`src/rtl/ack_control_sequencer.sv`:
```
// Interrupt-acknowledge / poll control sequencer for an 8259A-style controller.
// Tracks INTA_n and read edges and drives the acknowledge control state, ISR latch, IRR freeze and captured vector.
module ack_control_sequencer (
  input  logic       clock,
  input  logic       reset,
  input  logic       interrupt_acknowledge_n,
  input  logic       read,
  input  logic       poll_command,
  input  logic       write_icw1,
  input  logic       u8086_or_mcs80_config,
  input  logic       cascade_slave,
  input  logic       cascade_slave_enable,
  input  logic [7:0] interrupt,
  output logic [2:0] control_state,
  output logic [7:0] interrupt_when_ack1,
  output logic       latch_in_service,
  output logic       freeze,
  output logic       end_of_acknowledge_sequence,
  output logic       end_of_poll_command
);

  typedef enum logic [2:0] {
    CTL_READY = 3'b000,
    ACK1      = 3'b001,
    ACK2      = 3'b010,
    ACK3      = 3'b011,
    POLL      = 3'b100
  } state_t;

  state_t     state_q, state_d;
  logic       inta_prev_q;
  logic       read_prev_q;
  logic [7:0] iwa1_q, iwa1_d;
  logic       freeze_q, freeze_d;
  logic       latch_q, latch_d;
  logic       eoa_q, eoa_d;
  logic       eop_q, eop_d;

  logic inta_fall, inta_rise, read_rise, read_fall;

  // A slave only claims the acknowledge when the CAS lines address it.
  function automatic logic ack_latch_ok(input logic [7:0] irq, input logic slave,
                                        input logic slave_en);
    return (irq != 8'h00) && (!slave || slave_en);
  endfunction

  always_comb begin
    inta_fall = inta_prev_q & ~interrupt_acknowledge_n;
    inta_rise = ~inta_prev_q & interrupt_acknowledge_n;
    read_rise = ~read_prev_q & read;
    read_fall = read_prev_q & ~read;
  end

  always_comb begin
    state_d  = state_q;
    iwa1_d   = iwa1_q;
    freeze_d = freeze_q;
    latch_d  = 1'b0;
    eoa_d    = 1'b0;
    eop_d    = 1'b0;
    case (state_q)
      CTL_READY: begin
        if (inta_fall) begin
          state_d  = ACK1;
          iwa1_d   = interrupt;
          freeze_d = 1'b1;
          latch_d  = ack_latch_ok(interrupt, cascade_slave, cascade_slave_enable);
        end else if (poll_command) begin
          state_d = POLL;
        end
      end
      ACK1: begin
        if (inta_rise) state_d = ACK2;
      end
      ACK2: begin
        if (inta_rise) begin
          if (u8086_or_mcs80_config) begin
            state_d = ACK3;
          end else begin
            state_d  = CTL_READY;
            freeze_d = 1'b0;
            eoa_d    = 1'b1;
          end
        end
      end
      ACK3: begin
        if (inta_rise) begin
          state_d  = CTL_READY;
          freeze_d = 1'b0;
          eoa_d    = 1'b1;
        end
      end
      POLL: begin
        // An INTA fall aborts the poll and starts a normal acknowledge.
        if (inta_fall) begin
          state_d  = ACK1;
          iwa1_d   = interrupt;
          freeze_d = 1'b1;
          latch_d  = ack_latch_ok(interrupt, cascade_slave, cascade_slave_enable);
        end else if (read_rise) begin
          iwa1_d  = interrupt;
          latch_d = (interrupt != 8'h00);
        end else if (read_fall) begin
          state_d = CTL_READY;
          eop_d   = 1'b1;
        end
      end
      default: begin
        state_d  = CTL_READY;
        freeze_d = 1'b0;
      end
    endcase
  end

  always_ff @(posedge clock) begin
    if (reset || write_icw1) begin
      state_q     <= CTL_READY;
      inta_prev_q <= 1'b1;
      read_prev_q <= 1'b0;
      iwa1_q      <= 8'h00;
      freeze_q    <= 1'b0;
      latch_q     <= 1'b0;
      eoa_q       <= 1'b0;
      eop_q       <= 1'b0;
    end else begin
      state_q     <= state_d;
      inta_prev_q <= interrupt_acknowledge_n;
      read_prev_q <= read;
      iwa1_q      <= iwa1_d;
      freeze_q    <= freeze_d;
      latch_q     <= latch_d;
      eoa_q       <= eoa_d;
      eop_q       <= eop_d;
    end
  end

  assign control_state               = state_q;
  assign interrupt_when_ack1         = iwa1_q;
  assign latch_in_service            = latch_q;
  assign freeze                      = freeze_q;
  assign end_of_acknowledge_sequence = eoa_q;
  assign end_of_poll_command         = eop_q;

endmodule

```
`config.mk`:
```
export PLATFORM = sky130hd
export DESIGN_NAME = ack_control_sequencer
export DESIGN_NICKNAME = d
export VERILOG_FILES = /design/src/rtl/ack_control_sequencer.sv
export SDC_FILE = /design/constraint.sdc
export NUM_CORES = 1
export LEC_CHECK = 0
export BUFFER_PORTS_ARGS = -buffer_cell sky130_fd_sc_hd__buf_2
export CAP_MARGIN = 25
export CORE_MARGIN = 2
export CORE_UTILIZATION = 41
export CTS_CLUSTER_DIAMETER = 40
export DETAILED_ROUTE_END_ITERATION = 10
export PLACE_DENSITY = 0.73
export SETUP_SLACK_MARGIN = 0.4
export SKIP_LAST_GASP = 1
export SYNTH_ARGS = -nofsm -noshare
export SYNTH_HDL_FRONTEND = slang
export SYNTH_SLANG_ARGS = --single-unit
```
`constraint.sdc`:
```
create_clock -name clock -period 1.2 [get_ports clock]
set_input_delay 0.12 -clock clock [delete_from_list [all_inputs] [get_ports clock]]
set_output_delay 0.12 -clock clock [all_outputs]
set_load 0.01 [all_outputs]
```
==> metrics.txt, run 1 <==
number of synthesized flops with an enable pin 0; Finish-stage setup viols 9; vias per cell 5.03; clock slew seen by the registers of the worst setup and hold paths 0.10 ns; Pwr per Cell Area around 900 nW/µm²; root buffer cell clkbuf_4; hold path startpoint reset; syn avg cell area 9.53 µm²; post-layout min period 1.25 ns; Syn. warnings 0; vias 740; Hold Path End inta_prev_q; internal power 0.000838 W; nets between 100 and 150; Post-synth ARST share 0%; DIE AREA roughly 2200 µm²; switching share of power 26.7%; Final Core Density 71.4%; layout cell share with drive strength beyond 1 60.7%; TritonCTS clock tree yes; Cell Area, Placed 971 µm²; worst reg2reg path depth 5; Max Clk Rate 0.800 GHz; register area share after synthesis a little under half; DRC Markers 0; Yosys reg bits 17; Max FO, Critical Path 8; max_slew headroom 75.7%; Die Y 46.9 µm; Core Rows 15; CP startpoint control_state[0]; status complete, but fails checks; number of global-route vias before repair 633; final hold slack approximately 0.021 ns; Reg2Reg Setup Slack -0.05 ns; Clock Power Share 27.6%; post-route ant nets 0; Detail Placement HPWL 1190 µm; fin worst setup slack -0.0501 ns; r2r startpoint control_state[0]; GRT Total Usage 17.8%; PortBufs 31; Worst EP required 1.39 ns; startpoint class of the critical path register; combinational share of power 20.2%; Initial Util 43.6%; synthesized instance count 79; Reg2Reg Capture Point interrupt_when_ack1[2]; sequential share of power 52.3%; final hold vios 0; Max-cap violations 0; RSZ-0062 raised after global routing yes; Iter 0 DRT Violations 17; htree depth 1; WL/cell 12.9 µm; Hold-fix buffers, CTS 0; Area Overhead vs Synth 63.8%; final worst path period share 104%; Crit path arrival time between 1 and 1.5 ns; Pins Over Slew Limit 0; Post-Syn Area roughly 750 µm²; largest net degree at the start of global routing 13; routability congestion estimate 0.732; Slew @ Worst Pin 0.363 ns; clock latency on the worst-skew pair roughly 0.29 ns; worst hold stages 2; Core Region 1730 µm²; library cells used by synthesis 30; Tightest Hold Check Type in -> reg; initial antenna violation count 0; Routed WL between 1500 and 2000 µm; VDD IR max around 0.00046 V; Setup CP Type reg -> reg; Synth Flop Type dfxtp_1; CTS Buffer Depth 2; gr ovfl total 0; static leakage ~0.55 nW; first-pass detailed-route iteration total 4; Die Width 46.9 µm; first-pass GRT wire length 2750 µm; net switching power ~0.00031 W; failing checks negative setup slack; total CTS buffers 3; CTS sink count 17; element type at the critical path end register; I/O pins 32; Syn Nets between 90 and 100; Clock Skew 0.00106 ns; antenna cells 0; Design Area, Final ~1200 µm²
==> power groups by stage <==
stage	clock (W)	sequential, W	combinational (W)
after floorplan	0	0.000613	0.0000953
after global placement	0	0.000605	0.000172
after detailed placement	0	0.000606	0.000175
after CTS	0.000322	0.000599	0.000199
after global routing	0.000344	0.000599	0.000248
final	0.000315	0.000597	0.000231
==> registers in the layout (all words and copies together) (netlist names) <==
register and count:
read_prev_q 1, freeze 1, inta_prev_q 1, interrupt_when_ack1 8, end_of_poll_command 1, control_state 3, latch_in_service 1, end_of_acknowledge_sequence 1
==> synthesized netlist by cell type (all sizes together) (2+ instances only) <==
| master | instances | share of area (%) |
|---|---|---|
| nor2 | 13 | 6.5 |
| mux2i | 9 | 12 |
| a21oi | 3 | 3.5 |
| nor2b | 2 | 1.7 |
| nand2 | 4 | 2.0 |
| nor4 | 2 | 1.7 |
| nand3 | 2 | 1.3 |
| o21ai | 2 | 1.3 |
| buf | 3 | 2.8 |
| nand3b | 3 | 4.7 |
| or2 | 2 | 2.0 |
| nand2b | 4 | 3.3 |
| dfxtp | 17 | 45 |
==> through the flow <==
| stage | total power, W | TNS [ns] | std cells | worst slack [ns] |
|---|---|---|---|---|
| 2_1_floorplan | 0.000708 | -1.07 | 79 | -0.125 |
| 3_3_place_gp | 0.000777 | 0 | 136 | 0.00551 |
| 3_5_place_dp | 0.000781 | -0.118 | 136 | -0.0273 |
| 4_1_cts | 0.00112 | -0.211 | 143 | -0.0369 |
| 5_1_grt | 0.00119 | -0.770 | 147 | -0.110 |
| 6_report | 0.00114 | -0.327 | 147 | -0.0501 |
==> worst max-delay path, stage by stage, from the launching register on <==
cell and delay, ns:
dfxtp_2 0.35, or2_4 0.26, a21oi_4 0.14, buf_12 0.15, mux2i_1 0.19, nor2_1 0.05
==> layout make-up <==
cell class / count / area [µm²]
Clock inverter: 1 / 5.00
Multi-Input combinational cell: 58 / 447
Sequential cell: 17 / 364
Tap cell: 25 / 31.3
Timing Repair Buffer: 43 / 364
Clock buffer: 3 / 22.5
Fill cell: 122 / 493
==> cell families after synthesis <==
kind of cell,synth area share (%)
AOI/OAI and AO/OA,9.97
buffers and inverters,3.32
and+or+nand+nor,29.6
muxes,12.0
DFF,45.2
==> cell usage in the layout (no fill, tap or decap), types with 2 or more instances in the layout <==
cell	synthesis	final
clkbuf_4	0	3
nand2b_1	4	2
dfxtp_4	0	2
nand3b_1	2	2
dfxtp_1	17	2
mux2i_1	9	9
nand2_1	4	4
buf_4	0	7
buf_6	1	17
nor4_1	2	2
buf_2	2	17
nand2b_4	0	2
a21oi_1	2	2
o21ai_0	2	2
nor2_1	13	12
dfxtp_2	0	13
==> how the worst max path moves through the flow <==
stage | to | cells past startpoint | slack (ns)
after CTS | interrupt_when_ack1[0] | 5 | -0.04
after floorplan | interrupt_when_ack1[0] | 5 | -0.12
final | interrupt_when_ack1[2] | 5 | -0.05
after global routing | interrupt_when_ack1[2] | 5 | -0.11
after detailed placement | interrupt_when_ack1[0] | 5 | -0.03
after global placement | interrupt_when_ack1[5] | 5 | 0.006
==> repair_timing <==
item	4_1_cts	5_1_grt
setup endpoints to repair	30	30
gates cloned	0	0
resized for setup	24	20
pin swaps	6	5
buffers inserted	3	4
==> metal layers <==
layer	wire (µm)	track usage, %
met5	0	0
met4	42	10.0
met3	56	3.46
met2	966	27.4
met1	831	23.4
No activity file was read; power rests on OpenSTA's default activity.
==> run 2: changes to the inputs <==
--- a/config.mk
+++ b/config.mk
@@ -7,11 +7,13 @@
 export LEC_CHECK = 0
 export BUFFER_PORTS_ARGS = -buffer_cell sky130_fd_sc_hd__buf_2
 export CAP_MARGIN = 25
+export CELL_PAD_IN_SITES_DETAIL_PLACEMENT = 0
+export CELL_PAD_IN_SITES_GLOBAL_PLACEMENT = 1
 export CORE_MARGIN = 2
-export CORE_UTILIZATION = 41
+export CORE_UTILIZATION = 29
 export CTS_CLUSTER_DIAMETER = 40
 export DETAILED_ROUTE_END_ITERATION = 10
-export PLACE_DENSITY = 0.73
+export PLACE_DENSITY = 0.71
 export SETUP_SLACK_MARGIN = 0.4
 export SKIP_LAST_GASP = 1
 export SYNTH_ARGS = -nofsm -noshare
==> metrics.txt, run 2 (synthesis results as in run 1) <==
nets 140 (unchanged); Max Clk Rate 0.813 GHz (was 0.800 GHz); largest net degree at the start of global routing 13 (unchanged); status complete, but fails checks (unchanged); clock slew seen by the registers of the worst setup and hold paths 0.11 ns (was 0.10 ns); startpoint class of the critical path register (unchanged); Worst EP required 1.39 ns (about the same); Clock Skew 0.00668 ns (was 0.00106 ns); I/O pins 32 (unchanged); FF/Latch Area 359 µm² (was 364 µm²); Max-cap violations 0 (unchanged); gr ovfl total 0 (unchanged); Finish-stage setup viols 8 (was 9); vias 729 (was 740); GRT Total Usage 12.9% (was 17.8%); total power 0.00113 W (was 0.00114 W); Die Width 55.0 µm (was 46.9 µm); root buffer cell clkbuf_4 (unchanged); Area Overhead vs Synth 57.0% (was 63.8%); clock latency on the worst-skew pair 0.29 ns (about the same); Crit path arrival time 1.42 ns (was 1.44 ns); final worst path period share 103% (was 104%); antenna cells 0 (unchanged); Core Rows 18 (was 15); Iter 0 DRT Violations 5 (was 17); post-layout min period 1.23 ns (was 1.25 ns); DIE AREA 3020 µm² (was 2200 µm²); Setup CP Type reg -> reg (unchanged); initial antenna violation count 0 (unchanged); Pwr per Cell Area 952 nW/µm² (was 927 nW/µm²); RSZ-0062 raised after global routing yes (unchanged); PortBufs 31 (unchanged); Largest register FFs 8 (unchanged); final hold slack 0.0214 ns (was 0.0209 ns); layout cell share with drive strength beyond 1 56.6% (was 60.7%); Die Y 55.0 µm (was 46.9 µm); TritonCTS clock tree yes (unchanged); most common cell after layout, fill and taps aside buf_2; first-pass GRT wire length 2670 µm (was 2750 µm); WL/cell 11.8 µm (was 12.9 µm); element type at the critical path end register (unchanged); CTS Buffer Depth 2 (unchanged); VDD IR max 0.000483 V (was 0.000456 V); total CTS buffers 3 (unchanged); Initial Util 30.4% (was 43.6%); static leakage 0.541 nW (was 0.553 nW); setup_tns -0.194 ns (was -0.327 ns); Max FO, Critical Path 8 (unchanged); vias per cell 4.80 (was 5.03); Detail Placement HPWL 1290 µm (was 1190 µm); htree depth 1 (unchanged); CTS sink count 17 (unchanged); max_slew headroom 75.7% (about the same); Routed WL 1800 µm (was 1900 µm); DRC Markers 0 (unchanged); post-route ant nets 0 (unchanged); Core Region 2480 µm² (was 1730 µm²); multi-input logic area 420 µm² (was 447 µm²); Slew @ Worst Pin 0.363 ns (about the same); first-pass detailed-route iteration total 3 (was 4); commonest non-fill, non-tap cells in the layout 20 x buf_2, 14 x buf_6, 13 x nor2_1 (was 17 x buf_2, 17 x buf_6, 13 x dfxtp_2); number of global-route vias before repair 606 (was 633); Hold-fix buffers, CTS 0 (unchanged); filler cell count 249 (was 122); final hold vios 0 (unchanged); Pins Over Slew Limit 0 (unchanged); Tightest Hold Check Type in -> reg (unchanged); routability congestion estimate 0.764 (was 0.732); fin worst setup slack -0.0302 ns (was -0.0501 ns); failing checks negative setup slack (unchanged)
run 2: cell type report:
| cell class | instances | area share (%) |
|---|---|---|
| Timing Repair Buffer | 43 | 28.6 |
| Clock inverter | 1 | 0.423 |
| Tap cell | 30 | 3.17 |
| Sequential cell | 17 | 30.4 |
| Clock buffer | 3 | 1.90 |
| Multi-Input combinational cell | 58 | 35.6 |
run 2: through the flow:
stage	utilization (%)	worst slack [ns]	area, µm²	instances
floorplan	-	-0.125	776	79
global placement	40.1	-0.00424	992	143
detailed placement	40.1	-0.0206	992	143
CTS	45.8	-0.0276	1130	150
global route	47.7	-0.0984	1180	152
finish	47.7	-0.0302	1180	152
run 2: critical path, stage by stage, from the launching register on:
cell	delay, ns
dfxtp_2	0.34
or2_4	0.27
a21oi_4	0.14
buf_12	0.15
mux2i_1	0.19
nor2_1	0.05
run 2: repair_timing:
action                                  in CTS  in global routing
resized for setup                           23                  8
setup buffers                                3                  2
pin swaps                                    3                  3
endpoints found under the setup margin      30                 30
run 2: path summary, 6_finish.rpt:
path	from	slack, ns	cells after the start	to
max	control_state[0]	-0.03	5	interrupt_when_ack1[4]
min	reset	0.02	2	inta_prev_q
max reg2reg	control_state[0]	-0.03	5	interrupt_when_ack1[4]
min reg2reg	interrupt_when_ack1[0]	0.50	2	interrupt_when_ack1[0]
run 2: report_power, final:
group          internal (W)  switching, W  total, W
Clock              0.000124      0.000189  0.000313
Combinational      0.000122     0.0000932  0.000215
Sequential         0.000584     0.0000138  0.000597
run 2: metal layers:
metal	GRT usage (%)	routed length [µm]	vias to the layer above
li1	-	-	368
met1	16.9	830	340
met2	18.8	850	17
met3	2.69	78	4
met5	0	0	-
met4	8.54	38	0
